File: src/rtl/prbs_pkg.sv
// Shared constants for the PRBS generator: primitive tap masks and the default seed.
package prbs_pkg;

  localparam logic [6:0]  TAPS_PRBS7  = 7'h60;
  localparam logic [8:0]  TAPS_PRBS9  = 9'h110;
  localparam logic [14:0] TAPS_PRBS15 = 15'h6000;
  localparam logic [22:0] TAPS_PRBS23 = 23'h420000;
  localparam logic [30:0] TAPS_PRBS31 = 31'h48000000;

  localparam int unsigned DEFAULT_SEED = 1;

  // Fallback for unlisted widths is x^w + x^(w-1) + 1, which is not always maximal-length.
  function automatic logic [31:0] taps_for_width(input int unsigned w);
    case (w)
      7:       return 32'(TAPS_PRBS7);
      9:       return 32'(TAPS_PRBS9);
      15:      return 32'(TAPS_PRBS15);
      23:      return 32'(TAPS_PRBS23);
      31:      return 32'(TAPS_PRBS31);
      default: return 32'd3 << (w - 2);
    endcase
  endfunction

endpackage

File: src/rtl/prbs_lfsr_gen_hex_to_7seg.sv
// Hex digit to active-low 7-segment decoder; seg_o bit 0 is segment a, bit 6 is segment g.
module hex_to_7seg (
  input  logic [3:0] hex_i,
  output logic [6:0] seg_o
);

  always_comb begin
    seg_o = 7'h7F;
    case (hex_i)
      4'h0: seg_o = 7'h40;
      4'h1: seg_o = 7'h79;
      4'h2: seg_o = 7'h24;
      4'h3: seg_o = 7'h30;
      4'h4: seg_o = 7'h19;
      4'h5: seg_o = 7'h12;
      4'h6: seg_o = 7'h02;
      4'h7: seg_o = 7'h78;
      4'h8: seg_o = 7'h00;
      4'h9: seg_o = 7'h10;
      4'hA: seg_o = 7'h08;
      4'hB: seg_o = 7'h03;
      4'hC: seg_o = 7'h46;
      4'hD: seg_o = 7'h21;
      4'hE: seg_o = 7'h06;
      4'hF: seg_o = 7'h0E;
      default: seg_o = 7'h7F;
    endcase
  end

endmodule

File: src/rtl/prbs_lfsr_gen.sv
// Fibonacci LFSR PRBS generator with seed load, single-step, period measurement and lockup flag.
// Optional PRBS_HEX_EN adds registered 7-segment outputs hex0/hex1 for the low byte of prbs.
module prbs_lfsr_gen
  import prbs_pkg::*;
#(
  parameter int unsigned       WIDTH = 7,
  parameter logic [WIDTH-1:0]  TAPS  = WIDTH'(taps_for_width(WIDTH)),
  parameter logic [WIDTH-1:0]  SEED  = WIDTH'(DEFAULT_SEED),
  parameter int unsigned       CNT_W = 16
) (
  input  logic             clk,
  input  logic             rst,
  input  logic             en,
  input  logic             mode,
  input  logic             step,
  input  logic             load,
  input  logic [WIDTH-1:0] seed_in,
  output logic [WIDTH-1:0] prbs,
  output logic             bit_out,
  output logic             period_done,
  output logic [CNT_W-1:0] period_len,
  output logic             lockup
`ifdef PRBS_HEX_EN
  ,
  output logic [6:0]       hex0,
  output logic [6:0]       hex1
`endif
);

  logic [WIDTH-1:0] prbs_q, prbs_d, seed_q, seed_d, next_state;
  logic [CNT_W-1:0] cnt_q, cnt_d, plen_q, plen_d, cnt_inc;
  logic             bit_q, bit_d, done_q, done_d, lock_q, lock_d, step_q;
  logic             fb, step_rise, adv;

  always_comb begin
    fb         = ^(prbs_q & TAPS);
    next_state = {prbs_q[WIDTH-2:0], fb};
    step_rise  = step & ~step_q;
    adv        = en & ~lock_q & (~mode | step_rise);
    cnt_inc    = (&cnt_q) ? cnt_q : cnt_q + CNT_W'(1);

    prbs_d = prbs_q;
    seed_d = seed_q;
    bit_d  = bit_q;
    done_d = 1'b0;
    plen_d = plen_q;
    cnt_d  = cnt_q;
    lock_d = lock_q;

    // A load consumes any coincident step edge: step_q still tracks step, so it is not replayed.
    if (load) begin
      prbs_d = seed_in;
      seed_d = seed_in;
      bit_d  = 1'b0;
      cnt_d  = '0;
      lock_d = (seed_in == '0);
    end else if (adv) begin
      prbs_d = next_state;
      bit_d  = fb;
      cnt_d  = cnt_inc;
      if (next_state == seed_q) begin
        done_d = 1'b1;
        plen_d = cnt_inc;
        cnt_d  = '0;
      end
    end
  end

  always_ff @(posedge clk) begin
    if (rst) begin
      prbs_q <= SEED;
      seed_q <= SEED;
      bit_q  <= 1'b0;
      done_q <= 1'b0;
      plen_q <= '0;
      cnt_q  <= '0;
      lock_q <= (SEED == '0);
      step_q <= 1'b0;
    end else begin
      prbs_q <= prbs_d;
      seed_q <= seed_d;
      bit_q  <= bit_d;
      done_q <= done_d;
      plen_q <= plen_d;
      cnt_q  <= cnt_d;
      lock_q <= lock_d;
      step_q <= step;
    end
  end

  assign prbs        = prbs_q;
  assign bit_out     = bit_q;
  assign period_done = done_q;
  assign period_len  = plen_q;
  assign lockup      = lock_q;

`ifdef PRBS_HEX_EN
  logic [7:0] low8;
  logic [6:0] seg0, seg1, hex0_q, hex1_q;

  generate
    if (WIDTH >= 8) begin : g_wide
      assign low8 = prbs_q[7:0];
    end else begin : g_narrow
      assign low8 = {{(8 - WIDTH){1'b0}}, prbs_q};
    end
  endgenerate

  hex_to_7seg u_hex0 (.hex_i(low8[3:0]), .seg_o(seg0));
  hex_to_7seg u_hex1 (.hex_i(low8[7:4]), .seg_o(seg1));

  always_ff @(posedge clk) begin
    if (rst) begin
      hex0_q <= 7'h40;
      hex1_q <= 7'h40;
    end else begin
      hex0_q <= seg0;
      hex1_q <= seg1;
    end
  end

  assign hex0 = hex0_q;
  assign hex1 = hex1_q;
`endif

endmodule

File: config.mk
export PLATFORM = sky130hd
export DESIGN_NAME = prbs_lfsr_gen
export DESIGN_NICKNAME = d
export VERILOG_FILES = /design/src/rtl/prbs_pkg.sv /design/src/rtl/prbs_lfsr_gen_hex_to_7seg.sv /design/src/rtl/prbs_lfsr_gen.sv
export SDC_FILE = /design/constraint.sdc
export NUM_CORES = 1
export LEC_CHECK = 0
export ABC_AREA = 1
export CORE_ASPECT_RATIO = 2
export CORE_UTILIZATION = 45
export CTS_CLUSTER_DIAMETER = 50
export DETAILED_ROUTE_END_ITERATION = 6
export PLACE_DENSITY = 0.68
export SLEW_MARGIN = 20
export SYNTH_ARGS = -nofsm -noshare
export SYNTH_HDL_FRONTEND = slang
export SYNTH_SLANG_ARGS = --single-unit
File: constraint.sdc
create_clock -name clk -period 3.5 [get_ports clk]
set_input_delay 0.35 -clock clk [delete_from_list [all_inputs] [get_ports clk]]
set_output_delay 0.35 -clock clk [all_outputs]
set_load 0.01 [all_outputs]
## Word level (Yosys, flattened, before mapping)

Cells that the tools add are included.
W data, S select, Z words.

| storage, ports and cells | value |
|---|---|
| bits in registers | 50 |
| word-level logic and storage cells | 31 |
| output and inout port bits | 26 |
| input bits | 13 |

| cells by class | value |
|---|---|
| mux-type cells | 5 |
| equal/unequal tests | 1 |
| bitwise operators | 9 |
| reduce and logical (&&, ||, !) cells | 7 |
| $add $sub $neg | 1 |

Operator list:

| operator | count |
|---|---|
| $mux W16 | 2 |
| $add A16 B1 Y16 const B | 1 |
| $reduce_and A16 Y1 | 1 |
| $mux W7 | 2 |
| $eq A7 B7 Y1 | 1 |
| $logic_not A7 Y1 | 1 |
| $reduce_xor A7 Y1 | 1 |
| $not A1 Y1 | 5 |
| $and A1 B1 Y1 | 3 |
| $reduce_and A3 Y1 | 1 |
| $reduce_or A3 Y1 | 1 |
| $reduce_bool A2 Y1 | 1 |
| $reduce_or A2 Y1 | 1 |
| $mux W1 | 1 |
| $or A1 B1 Y1 | 1 |

## Longest topological paths before layout

| logic depth | value |
|---|---|
| word-level depth | 6 |
| mapped depth | 11 |
| depth with buffers taken out | 11 |

## Worst setup path after synthesis

No wires, ideal clock.

| path | value |
|---|---|
| path type | reg-to-reg |
| from | register cnt_q[0] |
| to | register cnt_q[5] |
| arrival | 1,392 ps |
| data required time | 3,434 ps |
| library setup time | 66 ps |
| path buffers | 1 |
| slack | 2,042 ps |
| period minus slack after synthesis | 1,458 ps |
| stages on the path, launching flop included | 11 |
| path through | dfxtp_1 > ha_1 > nand3_2 > inv_2 > nand2_4 > nor2_4 > inv_2 > buf_6 > nand2_2 > nand3_1 > a21oi_2 |

| on the way | value |
|---|---|
| word-level cells in the longest chain between the ends | 3 |
| elaborated cells between the ends (all ways) | 4 |
| those cells by class | 1 x add/sub; 2 x mux; 1 x reduce/logical |

RTL lines:

| element | line | text |
|---|---|---|
| from (decl) | prbs_lfsr_gen.sv:31 | `logic [CNT_W-1:0] cnt_q, cnt_d, plen_q, plen_d, cnt_inc;` |
| from (signal assigned) | prbs_lfsr_gen.sv:85 | `cnt_q <= cnt_d;` |
| $add A16 B1 Y16 / $reduce_and A16 Y1 (equally long branches) | prbs_lfsr_gen.sv:40 | `cnt_inc = (&cnt_q) ? cnt_q : cnt_q + CNT_W'(1);` |
| $mux W16 (*) | prbs_lfsr_gen.sv:40 |  |
| $mux W16 (*) | prbs_lfsr_gen.sv:61 | `if (next_state == seed_q) begin` |

Mark *: on every way between the ends. The rest lies on a longest branch, timed or not.
A chain may end at the register's enable or synchronous reset.

## Worst setup path in the final report

| path | value |
|---|---|
| from | input step |
| to | register plen_q[5], in the netlist period_len[5] |

| on the way | value |
|---|---|
| word-level cells in the longest chain between the ends | 4 |

RTL lines:

| element | line | text |
|---|---|---|
| from (decl) | prbs_lfsr_gen.sv:15 | `input logic step,` |
| $and A1 B1 Y1 | prbs_lfsr_gen.sv:38 | `step_rise = step & ~step_q;` |
| $or A1 B1 Y1 | prbs_lfsr_gen.sv:39 | `adv = en & ~lock_q & (~mode \| step_rise);` |
| $and A1 B1 Y1 | prbs_lfsr_gen.sv:39 |  |
| $reduce_and A3 Y1 (no source line) | - |  |
| to (signal assigned) | prbs_lfsr_gen.sv:84 | `plen_q <= plen_d;` |
| to (decl) | prbs_lfsr_gen.sv:31 |  |

No other way between the ends.

==> impl_metrics.py <==
metrics = {
    "clocking": {
        "numCtsBuffers": 5,
        "clk_latency_ns": 0.29,
        "max-clock-path-buffers": 2,
        "worst_setup_hold_path_clk_slew_ns": 0.06,
        "cts.hold.buffers_added": 0,
        "clock-sinks": 50,
        "h-tree-depth": 2,
        "clock_tree_from_tritoncts": "built",
        "post_cts.repair.setup_buffers": 0,
        "cts_resized": 0,
        "clock_tree.root_cell": "sky130_fd_sc_hd__clkbuf_16",
    },
    "pwr": {
        "power_report.internal_total_mw": 0.914,
        "leakage_power_total_nw": 1.40,
        "combinationalPowerShare": 0.099,
        "power.clock.fraction": 0.410,
        "vdd.ir_drop.worst_mv": 0.539,
        "power_density_nw_per_um2": 381,
        "p_sw_mw": 0.299,
        "seq_power_share": 0.491,
        "power.switching_fraction": 0.246,
    },
    "global_routing": {
        "largest_net_degree_at_the_start_of_global_routing": 33,
        "grt_antenna_before_repair": 0,
        "gr-usage-all-layers": 0.234,
        "first_pass_grt_wire_length_mm": 11.3,
        "grt_pass1_vias": 2455,
        "grt.overflow.total": 0,
    },
    "setup_path": {
        "critPathMaxFanout": 32,
        "cp.arrival_ns": 2.29,
        "worst_r2r_startpoint": "prbs[1]",
        "critPathCapture": "period_len[5]",
        "critical_path.reg2reg.endpoint": "period_len[1]",
        "setup.worst_path.class": "in -> reg",
        "crit_path_end_kind": "flop",
        "ff2ff_setup_slack_ns": 1.57,
        "worstSetupStartpoint": "step",
        "start_kind": "primary input",
        "reg2reg_depth": 9,
        "timing.critical_path.required_ns": 3.69,
    },
    "sta": {
        "timing.setup.tns_ns": 0,
        "slew_headroom": 0.394,
        "timing.fmax_mhz": 476,
        "post-route-period-util": 0.600,
        "setup-violations-final": 0,
        "worst-slew-pin-transition_ns": 0.906,
        "finClkSkew_ns": 0.00292,
        "number_of_endpoints_with_negative_hold_slack_in_the_final_report": 0,
        "post-route-min-period_ns": 2.10,
        "timing_max_transition_violations_final": 0,
        "rsz_0062_raised_after_global_routing": "no",
    },
    "min_path": {
        "worst_hold_path_type": "reg -> reg",
    },
    "yosys": {
        "post_synth_edffs": 0,
        "synth_fp_nets": 408,
        "mappedNetlistArea_sq_um": 2650,
        "synth_top_area_cell": "sky130_fd_sc_hd__dfxtp_1",
        "async_reset_ff_frac": 0,
        "synth_largest_type_area_fraction": 0.378,
        "synth_top_cells_by_area": "sky130_fd_sc_hd__dfxtp_1, sky130_fd_sc_hd__nand2_1, sky130_fd_sc_hd__nor2_1",
        "synth_seq_area_share": 0.378,
        "distinct_cell_type_count_after_synthesis": 33,
        "syn_area_per_cell_sq_um": 6.71,
        "yosys-top-cells-count": "sky130_fd_sc_hd__nand2_1, sky130_fd_sc_hd__nor2_1, sky130_fd_sc_hd__dfxtp_1",
        "synth_most_common_cell": "sky130_fd_sc_hd__nand2_1",
        "synth_seq_cells": 50,
        "post_synth_inst_count": 394,
        "synth_warnings": 0,
        "synth_top_flop_cell": "sky130_fd_sc_hd__dfxtp_1",
    },
    "floorplan": {
        "start_util": 0.463,
        "floorplan.rows": 39,
        "die_area_sq_um": 6210,
        "chip_height_um": 110,
        "top_level_ports": 39,
        "core_region_area_sq_um": 5710,
        "floorplan.die.width_um": 56.2,
    },
    "drt": {
        "drt_pass_1_iters": 4,
        "routed_via_density": 5.13,
        "drt_drc_violations_left": 0,
        "drtAntennaViolNets": 0,
        "via_count": 2514,
        "route.detailed.wl_per_inst_um": 13.6,
        "routed_wl_mm": 6.65,
        "drt_iter0_markers": 48,
    },
    "placement": {
        "detailedPlacementHpwl_mm": 4.98,
        "finalWeightedCongestion": 0.882,
        "placed_cells_incl_taps": 482,
        "cell_area_reported_after_detailed_placement_sq_um": 3030,
        "port-buffer-count": 38,
    },
    "run": {
        "timing.max_cap.violations": 0,
    },
    "cells_and_area": {
        "n_fill_cell": 581,
        "post_layout_nonfiller_instances": 490,
        "postLayoutCellArea_sq_um": 3180,
        "nets": 442,
        "area_growth_pct": 20.4,
        "drive_gt1_frac": 0.121,
        "utilization": 0.558,
        "n_antenna_cell": 0,
    },
    "outcome": {
        "status": "finished clean",
    },
}
[power by group through the flow]
stage	sequential, mW	clock (mW)	combinational, mW
2_1_floorplan	0.609	0	0.0688
3_3_place_gp	0.608	0	0.118
3_5_place_dp	0.608	0	0.119
4_1_cts	0.595	0.507	0.120
5_1_grt	0.597	0.531	0.132
6_report	0.596	0.498	0.120
[worst min-delay path by stage]
stage | end | startpoint | cells after the start | slack (ns)
global route | seed_q[4] | seed_q[4] | 2 | 0.49
finish | bit_out | bit_out | 2 | 0.47
CTS | bit_out | bit_out | 2 | 0.47
detailed placement | bit_out | bit_out | 2 | 0.46
global placement | bit_out | bit_out | 2 | 0.47
floorplan | seed_q[0] | seed_q[0] | 2 | 0.45
[cell usage in the layout, fill, tap and decap left out, types with 3 or more instances in the layout]
cell type                           n
sky130_fd_sc_hd__o21ai_0           10
sky130_fd_sc_hd__dfxtp_1           50
sky130_fd_sc_hd__nand3_1           27
sky130_fd_sc_hd__nand2_1          116
sky130_fd_sc_hd__inv_2              6
sky130_fd_sc_hd__a21oi_1           15
sky130_fd_sc_hd__or2_2              3
sky130_fd_sc_hd__inv_1             47
sky130_fd_sc_hd__nor2_4             3
sky130_fd_sc_hd__o22ai_1            4
sky130_fd_sc_hd__clkdlybuf4s50_1   38
sky130_fd_sc_hd__a31oi_1            5
sky130_fd_sc_hd__clkbuf_16          5
sky130_fd_sc_hd__nand3_2           13
sky130_fd_sc_hd__a21oi_2            6
sky130_fd_sc_hd__nand2_2            6
sky130_fd_sc_hd__nor2_1            52
sky130_fd_sc_hd__xnor2_1            3
[metrics by stage]
| step | hold slack, ns | total power [mW] | setup slack (ns) |
|---|---|---|---|
| final | 0.468 | 1.21 | 1.40 |
| after CTS | 0.469 | 1.22 | 1.38 |
| after global routing | 0.494 | 1.26 | 1.17 |
| after detailed placement | 0.457 | 0.728 | 1.09 |
| after global placement | 0.472 | 0.726 | 1.17 |
| after floorplan | 0.451 | 0.678 | 2.04 |
[flip-flops by register name (all words and copies together), names as in the netlist]
| signal | cells |
|---|---|
| prbs | 7 |
| cnt_q | 16 |
| seed_q | 7 |
| bit_out | 1 |
| period_len | 16 |
| period_done | 1 |
| lockup | 1 |
| step_q | 1 |
[routing by layer]
| layer | GRT usage | part of all wire | vias up |
|---|---|---|---|
| li1 | - | - | 1298 |
| met4 | 0.161 | 0.063 | 0 |
| met1 | 0.217 | 0.36 | 1142 |
| met2 | 0.433 | 0.56 | 49 |
| met5 | 0 | 0 | - |
| met3 | 0.0480 | 0.023 | 25 |
[area by class of cell]
type                       count  area (sq um)  share of cell area
multi-input combinational    277          1360               0.426
sequential                    50          1000               0.314
timing repair buffer          40           395               0.124
inverter                      54           203              0.0637
clock buffer                   6           139              0.0436
tap                           61          76.3              0.0240
clock inverter                 2          12.5             0.00393
[logic make-up after synthesis]
kind of cell             count (synthesis)  share of synthesized area
AO/OA/AOI/OAI                           43                     0.0974
XOR/XNOR                                 4                     0.0132
adder cells (fa/ha/maj)                  1                    0.00473
buffers and inverters                   67                      0.108
flip-flops                              50                      0.378
AND/OR/NAND/NOR                        229                      0.398
[critical path, cell delays in order]
cell and delay, ns:
sky130_fd_sc_hd__clkdlybuf4s50_1 0.47, sky130_fd_sc_hd__inv_2 0.04, sky130_fd_sc_hd__o21ai_2 0.11, sky130_fd_sc_hd__nand3_2 0.36
sky130_fd_sc_hd__nor2_4 0.31, sky130_fd_sc_hd__nand2_2 0.36, sky130_fd_sc_hd__nor2_1 0.20, sky130_fd_sc_hd__nor2_1 0.06
(Power assumes the default switching activity.)
